--- config.mk ---
export PLATFORM = sky130hd
export DESIGN_NAME = ring_counter_monitor
export DESIGN_NICKNAME = d
export VERILOG_FILES = /design/src/rtl/ring_counter_monitor.sv
export SDC_FILE = /design/constraint.sdc
export NUM_CORES = 1
export LEC_CHECK = 0
export CORE_ASPECT_RATIO = 1.75
export CORE_MARGIN = 2
export CORE_UTILIZATION = 44
export CTS_CLUSTER_SIZE = 28
export DETAILED_ROUTE_END_ITERATION = 10
export PLACE_DENSITY = 0.79
export SLEW_MARGIN = 20
export SYNTH_ARGS = -nofsm -noshare
export SYNTH_HDL_FRONTEND = slang
export SYNTH_SLANG_ARGS = --single-unit
--- constraint.sdc ---
create_clock -name clk -period 7.35 [get_ports clk]
set_input_delay 1.47 -clock clk [delete_from_list [all_inputs] [get_ports clk]]
set_output_delay 1.47 -clock clk [all_outputs]
set_load 0.01 [all_outputs]
--- src/rtl/ring_counter_monitor.sv ---
// Receive-side checker for a one-hot ring pattern arriving asynchronously on the IO pads.
// Latency: a stable ring_in value appears on pos_out/pos_valid 3 clock edges after it is first sampled.
// Backpressure: none; this is a passive monitor and accepts a new sample every clock.
module ring_counter_monitor #(
  parameter int WIDTH      = 4,
  parameter int LOCK_COUNT = 4,
  parameter int STALL_MAX  = 255,
  parameter bit SHIFT_LEFT = 1'b1
) (
  input  logic                       clk,
  input  logic                       rst,
  input  logic [WIDTH-1:0]           ring_in,
  input  logic                       clear,
  output logic [$clog2(WIDTH)-1:0]   pos_out,
  output logic                       pos_valid,
  output logic                       locked,
  output logic                       err_pulse,
  output logic                       err_sticky,
  output logic [15:0]                err_count,
  output logic [WIDTH-1:0]           io_oeb
);

  localparam int PW = $clog2(WIDTH);
  localparam int GW = $clog2(LOCK_COUNT + 1);
  localparam int IW = $clog2(STALL_MAX + 1);
  // Terminal values are compared before incrementing, so no extra carry bit is needed.
  localparam logic [GW-1:0] LOCK_LAST  = GW'(LOCK_COUNT - 1);
  localparam logic [IW-1:0] STALL_LAST = IW'(STALL_MAX - 1);

  typedef enum logic [1:0] {
    ST_HUNT   = 2'd0,
    ST_TRACK  = 2'd1,
    ST_LOCKED = 2'd2,
    ST_ERROR  = 2'd3
  } state_t;

  logic [WIDTH-1:0] s1, s2, s3;
  logic [WIDTH-1:0] expected;
  logic             change, onehot, good;
  logic [PW-1:0]    pos_dec;

  state_t           state_q, state_d;
  logic [GW-1:0]    good_q, good_d;
  logic [IW-1:0]    idle_q, idle_d;
  logic             err_evt;

  // Pads are only ever inputs here.
  assign io_oeb = '1;

  // s1/s2 form the synchronizer; s3 keeps the previous synchronized sample for change detection.
  always_ff @(posedge clk) begin
    if (rst) begin
      s1 <= '0;
      s2 <= '0;
      s3 <= '0;
    end else begin
      s1 <= ring_in;
      s2 <= s1;
      s3 <= s2;
    end
  end

  generate
    if (SHIFT_LEFT) begin : g_left
      assign expected = {s3[WIDTH-2:0], s3[WIDTH-1]};
    end else begin : g_right
      assign expected = {s3[0], s3[WIDTH-1:1]};
    end
  endgenerate

  assign change = (s2 != s3);
  assign onehot = ($countones(s2) == 1);
  assign good   = change && onehot && (s2 == expected);

  // One-hot to binary; only meaningful when onehot is true.
  always_comb begin
    pos_dec = '0;
    for (int i = 0; i < WIDTH; i++) begin
      if (s2[i]) pos_dec = PW'(i);
    end
  end

  // Position output follows the synchronized sample and holds its last value on bad patterns.
  always_ff @(posedge clk) begin
    if (rst) begin
      pos_out   <= '0;
      pos_valid <= 1'b0;
    end else begin
      pos_valid <= onehot;
      if (onehot) pos_out <= pos_dec;
    end
  end

  // FSM state and its counters.
  always_ff @(posedge clk) begin
    if (rst) begin
      state_q <= ST_HUNT;
      good_q  <= '0;
      idle_q  <= '0;
    end else begin
      state_q <= state_d;
      good_q  <= good_d;
      idle_q  <= idle_d;
    end
  end

  // Next-state logic: acquire, count good steps to lock, then police steps and stalls.
  always_comb begin
    state_d = state_q;
    good_d  = good_q;
    idle_d  = idle_q;
    case (state_q)
      ST_HUNT: begin
        if (onehot) begin
          state_d = ST_TRACK;
          good_d  = '0;
        end
      end
      ST_TRACK: begin
        if (!onehot || (change && !good)) begin
          state_d = ST_HUNT;
        end else if (good) begin
          if (good_q == LOCK_LAST) begin
            state_d = ST_LOCKED;
            idle_d  = '0;
          end else begin
            good_d = good_q + GW'(1);
          end
        end
      end
      ST_LOCKED: begin
        if (!onehot || (change && !good)) begin
          state_d = ST_ERROR;
        end else if (good) begin
          idle_d = '0;
        end else if (idle_q == STALL_LAST) begin
          state_d = ST_ERROR;
        end else begin
          idle_d = idle_q + IW'(1);
        end
      end
      ST_ERROR: begin
        state_d = ST_HUNT;
      end
      default: begin
        state_d = ST_HUNT;
      end
    endcase
  end

  assign err_evt   = (state_d == ST_ERROR);
  assign locked    = (state_q == ST_LOCKED);
  assign err_pulse = (state_q == ST_ERROR);

  // Error bookkeeping; a simultaneous error beats clear, leaving a count of one.
  always_ff @(posedge clk) begin
    if (rst) begin
      err_sticky <= 1'b0;
      err_count  <= '0;
    end else if (err_evt) begin
      err_sticky <= 1'b1;
      if (clear)                    err_count <= 16'd1;
      else if (err_count != 16'hFFFF) err_count <= err_count + 16'd1;
    end else if (clear) begin
      err_sticky <= 1'b0;
      err_count  <= '0;
    end
  end

endmodule

==> reports/metrics.yaml, run 1 <==
period_share_pct: 50.4
synthSimpleGateAreaFrac_pct: 28.5
fin_crit_ns: 3.70
pre_cts_ws_ns: 3.66
clk_latency_ns: 0.30
cts_tree: "yes"
initial_core_util_pct: 46.1
synth_ff_type: "dfxtp_1"
num_rows: 34
cp_max_fo: 12
synthTopCellsByArea: "dfxtp_1, ha_1, nor2_1"
finalSetupViolCount: 0
drtIter0Drc: 42
grt_start_max_net_pins: 27
p_total_uw: 518
relSlewSlack_pct: 31.1
ys_seq_area_share_pct: 39.0
dr.pass1.iters: 7
synthMuxAreaShare_pct: 0.920
nets: 313
finalWorstSetupSlack_ns: 3.65
clkTransAtPathRegs_ns: 0.09
final_common_cell: "dfxtp_1"
drive_gt1_share_pct: 6.10
cts_resized: 0
final-max-slew-violation-count: 0
antenna_found_initial: 0
leakage_nw: 0.975
yosys.area_share.xor_xnor_pct: 5.68
grt_pass1_vias: 1901
portBuffers: 28
avgSynthCellArea_sq_um: 8.63
cts_root_buf: "clkbuf_8"
via_per_inst: 5.76
place_congestion: 0.878
layout_common_cells: "dfxtp_1, nor2_1, clkdlybuf4s50_1"
finalWirelength_microns: 4980
cts.path.max_buffers: 2
cp-end-kind: "flop"
ios: 33
finClkSkew_ns: 0.00587
cts_buffers: 5
placed_area_sq_mm: 0.00261
diodes: 0
fin_hold_ws_ns: 0.438
vias: 2011
cts_max_level: 2
dieWidth_microns: 58.8
n_fill_cell: 468
grt_pass1_wl_microns: 8310
synth_async_sr_flop_share_pct: 0
synthAdderAreaFrac_pct: 6.82
yosys_register_bits: 45
arrival_ns: 3.93
synth_top_family_by_area: "simple AND/OR/NAND/NOR gates"
synth_compound_area_share_pct: 13.9
start_kind: "flop"
fp.dieH_microns: 99.9
tightest_slew_ns: 1.03
worst_ep_required_time_ns: 7.58
dp_cells: 341
yosys.area.top_type: "dfxtp_1"
post-cts-setup-buffers: 0
dp_hpwl_microns: 3620
synth.distinct_cells: 46
postCtsHoldBufs: 0
syn_to_final_growth_pct: 17.2
grt_usage_pct: 18.1
drv_cap: 0
die_area_sq_mm: 0.00587
finalHoldViolations: 0
ant_nets: 0
wire_per_inst_microns: 14.3
status: "finished, violations left"
fin_tns_setup_ns: 0
final_core_util_pct: 54.0
max_freq_ghz: 0.270
synth_edf_count: 0
violations: "design-rule violations"
netlist_area_sq_mm: 0.00231
ys_warn_count: 0
instances_no_fill: 349
drc: 2
synthCells: 268
crit_type: "flop to flop"
hold_class: "flop to flop"
ir_worst_vdd_mv: 0.130
rsz0062_at_grt: "false"
final_area_sq_mm: 0.00271
cts.sinks: 45
core_sq_mm: 0.00502
yosysTopAreaCellShare_pct: 39.0
grt-ovfl-total: 0
power.density_mw_per_mm2: 191
[cell usage after synthesis (7+ instances only)]
cell       n
or3_1      8
o21ai_0    9
a21oi_1   18
dfxtp_1   45
nand4_1    7
nor2b_1    9
nand2_1   15
nor2_1    28
ha_1      11
clkbuf_1   8
inv_1     14
or4_1      7
nand3_1   15
xnor2_1   11
[worst max-delay path: stages (launching register included)]
cell	delay (ns)
dfxtp_1	0.42
inv_1	0.10
fa_1	0.51
inv_1	0.05
ha_1	0.17
ha_1	0.29
nor3b_2	0.57
o211ai_1	0.25
a32oi_4	0.37
o21ai_2	0.22
or4_1	0.52
a21oi_1	0.15
[metal layers]
layer	up-vias	share of wire [%]	track usage, %
li1	1000	-	-
met1	946	40	18.8
met2	51	53	32.0
met3	14	3.6	3.22
met4	0	3.7	11.9
met5	-	0	0
[power breakdown]
part / total [mW] / switching (mW) / internal, mW
combinational: 0.0930 / 0.0598 / 0.0332
sequential: 0.262 / 0.00865 / 0.253
clock: 0.163 / 0.0866 / 0.0763
[logic make-up after synthesis]
group / Yosys count
compound gates: 49
buf+inv: 27
mux: 2
simple gates: 117
other cells: 1
flops: 45
xor+xnor: 15
fa+ha+maj: 12
[layout make-up]
| cell class | instances | area [sq um] | area share, % |
|---|---|---|---|
| inverters | 14 | 52.6 | 1.94 |
| well taps | 54 | 67.6 | 2.49 |
| clock buffers | 6 | 82.6 | 3.05 |
| multi-input cells | 199 | 1310 | 48.2 |
| clock inverters | 2 | 13.8 | 0.508 |
| repair buffers | 29 | 288 | 10.6 |
| flip-flops and latches | 45 | 901 | 33.2 |
[registers in the layout (all words and copies together), names as in the netlist, 2 cells and up]
name / flops
err_count: 16
idle_q: 8
s1: 4
s2: 4
state_q: 2
good_q: 3
s3: 4
pos_out: 2
[path summary, 6_finish.rpt]
kind / depth (start not counted) / endpoint / from / slack (ns)
min: 1 / s2[0]$_SDFF_PP0_ / s1[0]$_SDFF_PP0_ / 0.44
max reg2reg: 11 / err_count[5]$_SDFFE_PP0P_ / s2[1]$_SDFF_PP0_ / 3.65
max: 11 / err_count[5]$_SDFFE_PP0P_ / s2[1]$_SDFF_PP0_ / 3.65
min reg2reg: 1 / s2[0]$_SDFF_PP0_ / s1[0]$_SDFF_PP0_ / 0.44
Power figures use the tool's default switching activity.
==> inputs of run 2 (changes only) <==
- clock period: 7.35 -> 3.6 ns (I/O delays scaled with it)
==> run 2 against run 1 <==
  * The flow still finishes with violations (design-rule violations)
  * Register-to-register slack worse by 3.3 ns
  * Power rose by 100%
  * Global-route usage grew 0.52 points
  * Sequential power grew 100%
  * Critical path depth up 2
  * Final area increased by 0.60%
  * Flip-flop and latch count unchanged
  * Critical path type unchanged
  * Largest cell class unchanged
==> reports/metrics.yaml, run 2 (synthesis gave the netlist of run 1 again) <==
finClkSkew_ns: 0.0102  # +0.00433 ns
cts_tree: "yes"
grt_pass1_vias: 2020  # +6.3%
grt_usage_pct: 18.6  # +0.52 points
max_freq_ghz: 0.304  # +12%
regToRegSetupSlack_ns: 0.31  # -3.34 ns
via_per_inst: 5.71  # -0.84%
final-max-slew-violation-count: 0  # unchanged
top_regs: "err_count: 16 flops, idle_q: 8 flops"
diodes: 0  # unchanged
ir_worst_vdd_mv: 0.235  # +82%
cts_root_buf: "clkbuf_8"
postCtsHoldBufs: 0  # unchanged
dr.pass1.iters: 7  # unchanged
status: "finished, violations left"
final_common_cell: "dfxtp_1"
finalSetupViolCount: 0  # unchanged
endpoint: "err_count[15]$_SDFFE_PP0P_"
wire_per_inst_microns: 14.2  # -0.36%
power.density_mw_per_mm2: 381  # +100%
p_total_mw: 1.04  # +100%
violations: "design-rule violations"
antenna_found_initial: 0  # unchanged
portBuffers: 28  # unchanged
relSlewSlack_pct: 57.1  # +26 points
place_congestion: 0.891  # +1.4%
crit_type: "flop to flop"
regMostFlops: "err_count"
vias: 2017  # +0.30%
cts_resized: 0  # unchanged
cts_max_level: 2  # unchanged
die_area_sq_mm: 0.00587  # unchanged
drc: 2  # unchanged
arrival_ns: 3.52  # -0.41 ns
drv_cap: 0  # unchanged
finalHoldViolations: 0  # unchanged
tightest_slew_ns: 0.642  # -0.388 ns
worst_ep_required_time_ns: 3.83  # -3.75 ns
num_rows: 34  # unchanged
initial_core_util_pct: 46.1  # unchanged
grt_start_max_net_pins: 27  # unchanged
drtIter0Drc: 40  # -4.8%
syn_to_final_growth_pct: 17.9
multi_input_area_sq_mm: 0.00131  # unchanged
rsz0062_at_grt: "false"
hold_class: "flop to flop"
r2r-end: "err_count[15]$_SDFFE_PP0P_"
r2r_start: "s2[0]$_SDFF_PP0_"
ant_nets: 0  # unchanged
ios: 33  # unchanged
period_share_pct: 91.5  # +41 points
dp_hpwl_microns: 3740  # +3.3%
largest_reg_flops: 16  # unchanged
clkTransAtPathRegs_ns: 0.09  # about the same
fin_hold_ws_ns: 0.429  # -0.00864 ns
fin_crit_ns: 3.29  # -0.408 ns
rr_worst_depth: 13  # +2
cts_buffers: 5  # unchanged
post-cts-setup-buffers: 0  # unchanged
cp_max_fo: 13  # +1
finalWirelength_microns: 5020  # +0.78%
layout_common_cells: "dfxtp_1, nor2_1, clkdlybuf4s50_1"
cts.sinks: 45  # unchanged
clk_latency_ns: 0.30  # about the same
drive_gt1_share_pct: 7.02  # +0.92 points
core_sq_mm: 0.00502  # unchanged
start_kind: "flop"
fp.dieH_microns: 99.9  # unchanged
cts.path.max_buffers: 2  # unchanged
crit_start: "s2[0]$_SDFF_PP0_"
n_fill_cell: 495  # +5.8%
leakage_nw: 0.989  # +1.4%
nets: 317  # +1.3%
fin_tns_setup_ns: 0  # unchanged
seqCellArea_sq_um: 901  # unchanged
grt-ovfl-total: 0  # unchanged
dieWidth_microns: 58.8  # unchanged
grt_pass1_wl_microns: 8750  # +5.2%
cp-end-kind: "flop"
[run 2: area by class of cell]
class,instances,area share (%)
Multi-Input combinational cell,199,47.9
Timing Repair Buffer,33,11.7
Inverter,14,1.93
Sequential cell,45,33.0
Tap cell,54,2.48
Clock buffer,6,2.66
Clock inverter,2,0.367
[run 2: worst min-delay path by stage]
stage / cells after the start / to / slack [ns] / startpoint
6_report: 1 / s2[3]$_SDFF_PP0_ / 0.43 / s1[3]$_SDFF_PP0_
5_1_grt: 1 / s2[3]$_SDFF_PP0_ / 0.46 / s1[3]$_SDFF_PP0_
3_5_place_dp: 1 / s2[3]$_SDFF_PP0_ / 0.42 / s1[3]$_SDFF_PP0_
4_1_cts: 1 / s2[3]$_SDFF_PP0_ / 0.44 / s1[3]$_SDFF_PP0_
3_3_place_gp: 1 / s2[2]$_SDFF_PP0_ / 0.42 / s1[2]$_SDFF_PP0_
2_1_floorplan: 1 / s2[0]$_SDFF_PP0_ / 0.41 / s1[0]$_SDFF_PP0_
[run 2: metrics by stage]
stage | instance area (sq um) | worst slack (ns) | std cells | util, %
after floorplan | 2320 | 0.283 | 271 | -
after global placement | 2640 | 0.453 | 345 | 52.7
after detailed placement | 2640 | 0.362 | 345 | 52.7
after CTS | 2730 | 0.306 | 353 | 54.3
after global routing | 2730 | 0.0778 | 353 | 54.3
final | 2730 | 0.306 | 353 | 54.3
[run 2: critical path, cell delays in order, from the launching register on]
cell and delay (ns):
dfxtp_1 0.40, inv_1 0.10, fa_1 0.55, inv_1 0.05, ha_1 0.17, ha_1 0.29, nor2_1 0.11, nand2_1 0.12
a31oi_1 0.19, a21boi_0 0.32, nor2_1 0.23, buf_4 0.22, or3_1 0.34, a21oi_1 0.14
[run 2: per-layer routing]
layer  GRT usage (%)  share of wire (%)  vias up
met1            19.4                 40      958
li1                -                  -      999
met5               0                  0        -
met3            2.58                3.4       12
met2            35.6                 54       48
met4            7.52                2.4        0
[run 2: power by group]
| part | switching (mW) | internal [mW] | leakage (nW) |
|---|---|---|---|
| sequential | 0.0177 | 0.517 | 0.366 |
| clock | 0.171 | 0.135 | 0.0450 |
| combinational | 0.122 | 0.0766 | 0.579 |
| total | 0.311 | 0.728 | 0.989 |
==> inputs of run 3 (changes only) <==
- CAP_MARGIN: unset -> 10
==> results of run 3 <==
No change in the layout: final DEF, timing and power equal those of run 2.
